## config.mk

```make
export PLATFORM = sky130hd
export DESIGN_NAME = commit_unit_nw
export DESIGN_NICKNAME = d
export VERILOG_FILES = /design/src/rtl/commit_pkg.sv /design/src/rtl/commit_select.sv /design/src/rtl/commit_unit_nw.sv
export SDC_FILE = /design/constraint.sdc
export NUM_CORES = 1
export LEC_CHECK = 0
export CORE_MARGIN = 1.5
export CORE_UTILIZATION = 38
export DETAILED_ROUTE_END_ITERATION = 8
export PLACE_DENSITY = 0.88
export SETUP_SLACK_MARGIN = 0.2
export SKIP_LAST_GASP = 1
export SLEW_MARGIN = 20
export SYNTH_ARGS = -nofsm -noshare
export SYNTH_HDL_FRONTEND = slang
export SYNTH_SLANG_ARGS = --single-unit
```

## constraint.sdc

```tcl
create_clock -name clk -period 3.19 [get_ports clk]
set_input_delay 0.638 -clock clk [delete_from_list [all_inputs] [get_ports clk]]
set_output_delay 0.638 -clock clk [all_outputs]
set_load 0.005 [all_outputs]
```

## src/rtl/commit_pkg.sv

```systemverilog
// Shared types for the N-wide commit unit: the flush/recover FSM states and
// the helper that sizes the retire-count field.
package commit_pkg;

   typedef enum logic [1:0] {
      RUN     = 2'd0,
      FLUSH   = 2'd1,
      RECOVER = 2'd2
   } state_e;

   // Bits needed to hold a count of 0..n retired slots.
   function automatic int unsigned cnt_width(input int unsigned n);
      return $clog2(n + 1);
   endfunction

endpackage

```

## src/rtl/commit_select.sv

```systemverilog
// Combinational retire qualifier for the ROB head window.
// Picks the longest retirable prefix and derives the per-slot ARF, srat_1 and
// store-buffer enables.
// Ports:
//   run            : FSM is in RUN; when low nothing retires
//   hd_*           : head-window slot information (slot 0 is oldest)
//   rn_rd_en/rn_rdl: rename-stage destinations that will overwrite srat_1
//   sb_ready       : store buffer can take one store this cycle
//   retire         : slot i retires
//   arf_we, srat1_en, sb_commit : per-slot enables
//   mispred_retire : a mispredicted branch is among the retiring slots
module commit_select
   import commit_pkg::*;
#(
   parameter int unsigned COMMIT_W = 2,
   parameter int unsigned RN_W     = 2,
   parameter int unsigned LREG_W   = 5,
   parameter int unsigned PREG_W   = 6
) (
   input  logic                       run,
   input  logic [COMMIT_W-1:0]        hd_valid,
   input  logic [COMMIT_W-1:0]        hd_rd_en,
   input  logic [COMMIT_W*LREG_W-1:0] hd_rdl,
   input  logic [COMMIT_W*PREG_W-1:0] hd_rdp,
   input  logic [COMMIT_W*PREG_W-1:0] hd_rdps,
   input  logic [COMMIT_W-1:0]        hd_memwen,
   input  logic [COMMIT_W-1:0]        hd_mispred,
   input  logic [RN_W-1:0]            rn_rd_en,
   input  logic [RN_W*LREG_W-1:0]     rn_rdl,
   input  logic                       sb_ready,
   output logic [COMMIT_W-1:0]        retire,
   output logic [COMMIT_W-1:0]        arf_we,
   output logic [COMMIT_W-1:0]        srat1_en,
   output logic [COMMIT_W-1:0]        sb_commit,
   output logic                       mispred_retire
);

   // Prefix walk: the first slot that cannot retire ends the group; a
   // mispredicted branch retires but ends the group behind it.
   always_comb begin
      logic stop;
      logic store_taken;
      logic keep;
      retire         = '0;
      arf_we         = '0;
      srat1_en       = '0;
      sb_commit      = '0;
      mispred_retire = 1'b0;
      stop           = !run;
      store_taken    = 1'b0;
      keep           = 1'b0;

      for (int i = 0; i < int'(COMMIT_W); i++) begin
         if (!stop) begin
            if (!hd_valid[i] || (hd_memwen[i] && (!sb_ready || store_taken))) begin
               stop = 1'b1;
            end else begin
               retire[i] = 1'b1;
               if (hd_memwen[i]) store_taken = 1'b1;
               if (hd_mispred[i]) begin
                  mispred_retire = 1'b1;
                  stop           = 1'b1;
               end
            end
         end
      end

      for (int i = 0; i < int'(COMMIT_W); i++) begin
         arf_we[i]    = retire[i] & hd_rd_en[i];
         sb_commit[i] = retire[i] & hd_memwen[i];
      end

      // srat_1 only takes a retiring mapping that is still current and that
      // neither rename nor a younger retiring slot is about to overwrite.
      for (int i = 0; i < int'(COMMIT_W); i++) begin
         keep = arf_we[i] && (hd_rdps[i*PREG_W +: PREG_W] == hd_rdp[i*PREG_W +: PREG_W]);
         for (int j = 0; j < int'(RN_W); j++) begin
            if (rn_rd_en[j] && (rn_rdl[j*LREG_W +: LREG_W] == hd_rdl[i*LREG_W +: LREG_W]))
               keep = 1'b0;
         end
         for (int k = i + 1; k < int'(COMMIT_W); k++) begin
            if (arf_we[k] && (hd_rdl[k*LREG_W +: LREG_W] == hd_rdl[i*LREG_W +: LREG_W]))
               keep = 1'b0;
         end
         srat1_en[i] = keep;
      end
   end

endmodule

```

## src/rtl/commit_unit_nw.sv

```systemverilog
// N-wide in-order commit unit between the ROB head and architectural state.
// Registers the per-slot enables from commit_select, advances the ROB head
// pointer and sequences flush/recover after a mispredicted branch retires.
// Optional feature macro: COMMIT_PERF_EN adds perf_retired/perf_flush counters.
// Ports:
//   clk, rst              : clock, synchronous active-high reset
//   hd_*, rn_*, sb_ready  : head window, rename destinations, store buffer ready
//   retire_mask/retire_cnt: slots retired and their count
//   rob_head              : ROB head pointer
//   arf_we/srat1_en/sb_commit : per-slot architectural update enables
//   flush/arat_restore    : one-cycle recovery pulses
//   perf_retired/perf_flush (COMMIT_PERF_EN only): 32-bit event counters
module commit_unit_nw
   import commit_pkg::*;
#(
   parameter int unsigned COMMIT_W  = 2,
   parameter int unsigned RN_W      = 2,
   parameter int unsigned ROB_DEPTH = 16,
   parameter int unsigned LREG_W    = 5,
   parameter int unsigned PREG_W    = 6
) (
   input  logic                                 clk,
   input  logic                                 rst,
   input  logic [COMMIT_W-1:0]                  hd_valid,
   input  logic [COMMIT_W-1:0]                  hd_rd_en,
   input  logic [COMMIT_W*LREG_W-1:0]           hd_rdl,
   input  logic [COMMIT_W*PREG_W-1:0]           hd_rdp,
   input  logic [COMMIT_W*PREG_W-1:0]           hd_rdps,
   input  logic [COMMIT_W-1:0]                  hd_memwen,
   input  logic [COMMIT_W-1:0]                  hd_mispred,
   input  logic [RN_W-1:0]                      rn_rd_en,
   input  logic [RN_W*LREG_W-1:0]               rn_rdl,
   input  logic                                 sb_ready,
   output logic [COMMIT_W-1:0]                  retire_mask,
   output logic [cnt_width(COMMIT_W)-1:0]       retire_cnt,
   output logic [$clog2(ROB_DEPTH)-1:0]         rob_head,
   output logic [COMMIT_W-1:0]                  arf_we,
   output logic [COMMIT_W-1:0]                  srat1_en,
   output logic [COMMIT_W-1:0]                  sb_commit,
   output logic                                 flush,
`ifdef COMMIT_PERF_EN
   output logic [31:0]                          perf_retired,
   output logic [31:0]                          perf_flush,
`endif
   output logic                                 arat_restore
);

   localparam int unsigned CNT_W  = cnt_width(COMMIT_W);
   localparam int unsigned HEAD_W = $clog2(ROB_DEPTH);

   state_e              state_q, state_d;
   logic                flush_d, arat_d;
   logic [COMMIT_W-1:0] retire_d, arf_d, srat1_d, sb_d;
   logic                mispred_retire;
   logic [CNT_W-1:0]    cnt_d;

   commit_select #(
      .COMMIT_W (COMMIT_W),
      .RN_W     (RN_W),
      .LREG_W   (LREG_W),
      .PREG_W   (PREG_W)
   ) u_select (
      .run            (state_q == RUN),
      .hd_valid       (hd_valid),
      .hd_rd_en       (hd_rd_en),
      .hd_rdl         (hd_rdl),
      .hd_rdp         (hd_rdp),
      .hd_rdps        (hd_rdps),
      .hd_memwen      (hd_memwen),
      .hd_mispred     (hd_mispred),
      .rn_rd_en       (rn_rd_en),
      .rn_rdl         (rn_rdl),
      .sb_ready       (sb_ready),
      .retire         (retire_d),
      .arf_we         (arf_d),
      .srat1_en       (srat1_d),
      .sb_commit      (sb_d),
      .mispred_retire (mispred_retire)
   );

   // Popcount of the slots retiring this cycle.
   always_comb begin
      cnt_d = '0;
      for (int i = 0; i < int'(COMMIT_W); i++) begin
         cnt_d = cnt_d + CNT_W'(retire_d[i]);
      end
   end

   // Next state and recovery pulses; each pulse coincides with its state.
   always_comb begin
      state_d = state_q;
      flush_d = 1'b0;
      arat_d  = 1'b0;
      case (state_q)
         RUN: begin
            if (mispred_retire) begin
               state_d = FLUSH;
               flush_d = 1'b1;
            end
         end
         FLUSH: begin
            state_d = RECOVER;
            arat_d  = 1'b1;
         end
         RECOVER: state_d = RUN;
         default: state_d = RUN;
      endcase
   end

   // State, output registers and head pointer.
   always_ff @(posedge clk) begin
      if (rst) begin
         state_q      <= RUN;
         retire_mask  <= '0;
         retire_cnt   <= '0;
         rob_head     <= '0;
         arf_we       <= '0;
         srat1_en     <= '0;
         sb_commit    <= '0;
         flush        <= 1'b0;
         arat_restore <= 1'b0;
      end else begin
         state_q      <= state_d;
         retire_mask  <= retire_d;
         retire_cnt   <= cnt_d;
         rob_head     <= rob_head + HEAD_W'(cnt_d);
         arf_we       <= arf_d;
         srat1_en     <= srat1_d;
         sb_commit    <= sb_d;
         flush        <= flush_d;
         arat_restore <= arat_d;
      end
   end

`ifdef COMMIT_PERF_EN
   // Free-running event counters, wrapping at 2^32.
   always_ff @(posedge clk) begin
      if (rst) begin
         perf_retired <= '0;
         perf_flush   <= '0;
      end else begin
         perf_retired <= perf_retired + 32'(cnt_d);
         perf_flush   <= perf_flush + 32'(flush_d);
      end
   end
`endif

endmodule

```

==> results.cfg <==
[global_routing]
grt_pass1_vias = 1118
antenna_found_initial = 0
grtUsageTotal_pct = 17.5
grt_start_max_net_pins = 12
grt_pass1_wl_um = 4360
grt_overflow = 0

[clock_tree]
clockBufferDepth = 2
cts_buffers = 3
clkSlewWorstSetupHoldPaths_ns = 0.10
cts.htree.levels = 1
cts_root_buf = clkbuf_4
cts_tree = done
post_cts_resized = 0
hold_buffers = 0
clock_sinks = 18
cts_setup_buffers = 0
clk_latency_ns = 0.28

[worst_setup_path]
r2r-end = rob_head[1]
crit_arrival_ns = 2.57
path_cells = clkdlybuf4s50_1 -> nor2b_4 -> or3_1 -> nor2_1 -> ha_1 -> fa_1 -> nor2b_1
critPathLaunchType = primary input
critPathMaxStageDelay_ns = 0.52
critPathMaxFanout = 6
path_buf_inv = 1
cp_top_family = simple AND/OR/NAND/NOR gates
r2r_cells = 6
critPathCaptureType = register
crit_type = primary input to register
rrSetupSlack_ns = 1.27
r2r-start = state_q[0]
cp.required_ns = 3.36
slowest_stage = clkdlybuf4s50_1

[hold_path]
hold_start = state_q[0]
hold_depth = 2
hold_end = state_q[1]
worstHoldPathType = register to register

[outcome]
status = completed

[synth]
postSynthNetCount = 171
yosys_warnings = 0
yosysUniqueCellTypes = 29
yosysSeqAreaShare_pct = 33.7
syn_area_per_cell_um2 = 9.64
ys_seq_elements = 18
synthTopCellsByArea = dfxtp_1 (34%), xor2_1 (16%), xnor2_1 (16%)
yosysTopAreaCellShare_pct = 33.7
synthesis.area_mm2 = 0.00107
syn_inst = 111
synth_top_area_cell = dfxtp_1

[floorplan]
num_rows = 19
core_region_area_mm2 = 0.00271
num_io_pins = 73
dieArea_mm2 = 0.00314
initial_utilization_pct = 39.5
fp.dieW_um = 56.1
die-height_um = 56.1

[final_layout]
diodes = 0
fin_nets = 246
final_cells = 216
layout-drive-gt1-share_pct = 4.86
multi_input_area_um2 = 683
syn_to_final_growth_pct = 73.0
ff_latch_area_um2 = 360
layout_commonest_cell = clkdlybuf4s50_1
final_cell_mix = clkdlybuf4s50_1 (72), xor2_1 (20), xnor2_1 (19), dfxtp_1 (18), nor4_1 (6)
fill_cells = 232

[placed_design]
portBuffers = 72
placed_cells = 212
dp.final_hpwl_um = 2360
finalWeightedCongestion = 0.776

[timing]
hold_viol = 0
slew_violations = 0
fin_worst_skew_ns = 0.00321
rsz0062_at_grt = no
finalSetupViolations = 0
clock.fmax_mhz = 417
post-route-min-period_ns = 2.40
fin_setup_tns_ns = 0
maxSlewHeadroom_pct = 72.6
fin_crit_sh_pct = 75.1
worstMarginPinSlew_ns = 0.410

[drt]
firstDrtPassIters = 4
vias_per_cell = 4.82
route.detailed.drc = 0
drt_first_iter_violations = 20
avgRoutedWirePerCell_um = 12.2
ant_nets = 0
vias = 1042
wirelength_um = 2640

[power]
p_leak_nw = 0.710
ir_drop_mv = 0.250
powerDensity_mw_per_mm2 = 291

[run]
drv_cap = 0
-- stage by stage --
step | setup WS, ns | util, % | instance area, um^2 | hold slack (ns) | power [mW]
2_1_floorplan | 1.05 | - | 1070 | 0.426 | 0.304
3_3_place_gp | 0.521 | 66.9 | 1810 | 0.439 | 0.404
3_5_place_dp | 0.484 | 66.9 | 1810 | 0.455 | 0.410
4_1_cts | 0.799 | 68.3 | 1850 | 0.470 | 0.547
5_1_grt | 0.726 | 68.3 | 1850 | 0.504 | 0.569
6_report | 0.793 | 68.3 | 1850 | 0.468 | 0.538
-- cell type report --
cell class	instances	share of cell area [%]
multi-input cells	88	36.9
repair buffers	72	38.9
inverters	3	0.609
clock buffers	4	1.96
flip-flops and latches	18	19.5
well taps	31	2.10
-- logic make-up (layout without fill, tap and decap cells) --
family	after synthesis	in the layout	synth area share [%]
compound gates	5	5	3.74
xor+xnor	39	39	31.9
fa+ha+maj	3	3	4.21
buf+inv	5	79	2.46
flops	18	18	33.7
simple gates	41	41	24.0
-- worst reg2reg max path, stage by stage, from the launching register on --
cell	delay (ns)
dfxtp_1	0.32
nand2b_1	0.17
or3_1	0.44
nor2_1	0.14
ha_1	0.19
fa_1	0.41
nor2b_1	0.13
-- power by group --
group	internal, mW	switching (mW)
sequential	0.232	0.00385
combinational	0.108	0.0589
clock	0.0694	0.0647
total	0.410	0.127
-- cells in the mapped netlist --
cell type,count
or2_1,1
xnor2_1,19
clkbuf_1,1
nand4_1,2
nor4_1,6
nor3b_4,1
nand4b_1,1
nor3_2,1
inv_1,3
nand2_1,3
fa_1,1
nand3_1,2
xor2_1,20
a21oi_1,2
and2_1,3
o22ai_1,1
nand2b_1,3
or3_1,1
ha_1,2
nor2b_1,3
buf_6,1
nor2_1,5
dfxtp_1,18
a2111oi_2,1
nor2b_4,1
a21oi_2,1
nor3_1,4
and3_1,3
nor3b_1,1
-- how the worst max path moves through the flow --
stage                 start     endpoint  slack (ns)  cells after the start
5_1_grt        hd_memwen[0]  rob_head[1]        0.73                      7
2_1_floorplan  hd_memwen[0]  rob_head[1]        1.05                      7
3_5_place_dp       sb_ready  rob_head[1]        0.48                      7
6_report           sb_ready  rob_head[1]        0.79                      7
3_3_place_gp       sb_ready  rob_head[1]        0.52                      7
4_1_cts            sb_ready  rob_head[1]        0.80                      7
-- layer usage --
layer	up-vias	global-route usage [%]	share of wire, %
met4	0	6.80	0.72
met5	-	0	0
li1	522	-	-
met1	470	16.6	36
met2	48	33.6	54
met3	2	6.28	8.9
-- state kept, by name, indices dropped and copies added, names as in the netlist --
name,flops
state_q,2
flush,1
arf_we,2
rob_head,4
sb_commit,2
srat1_en,2
arat_restore,1
retire_cnt,2
retire_mask,2
Power figures use the tool's default switching activity.
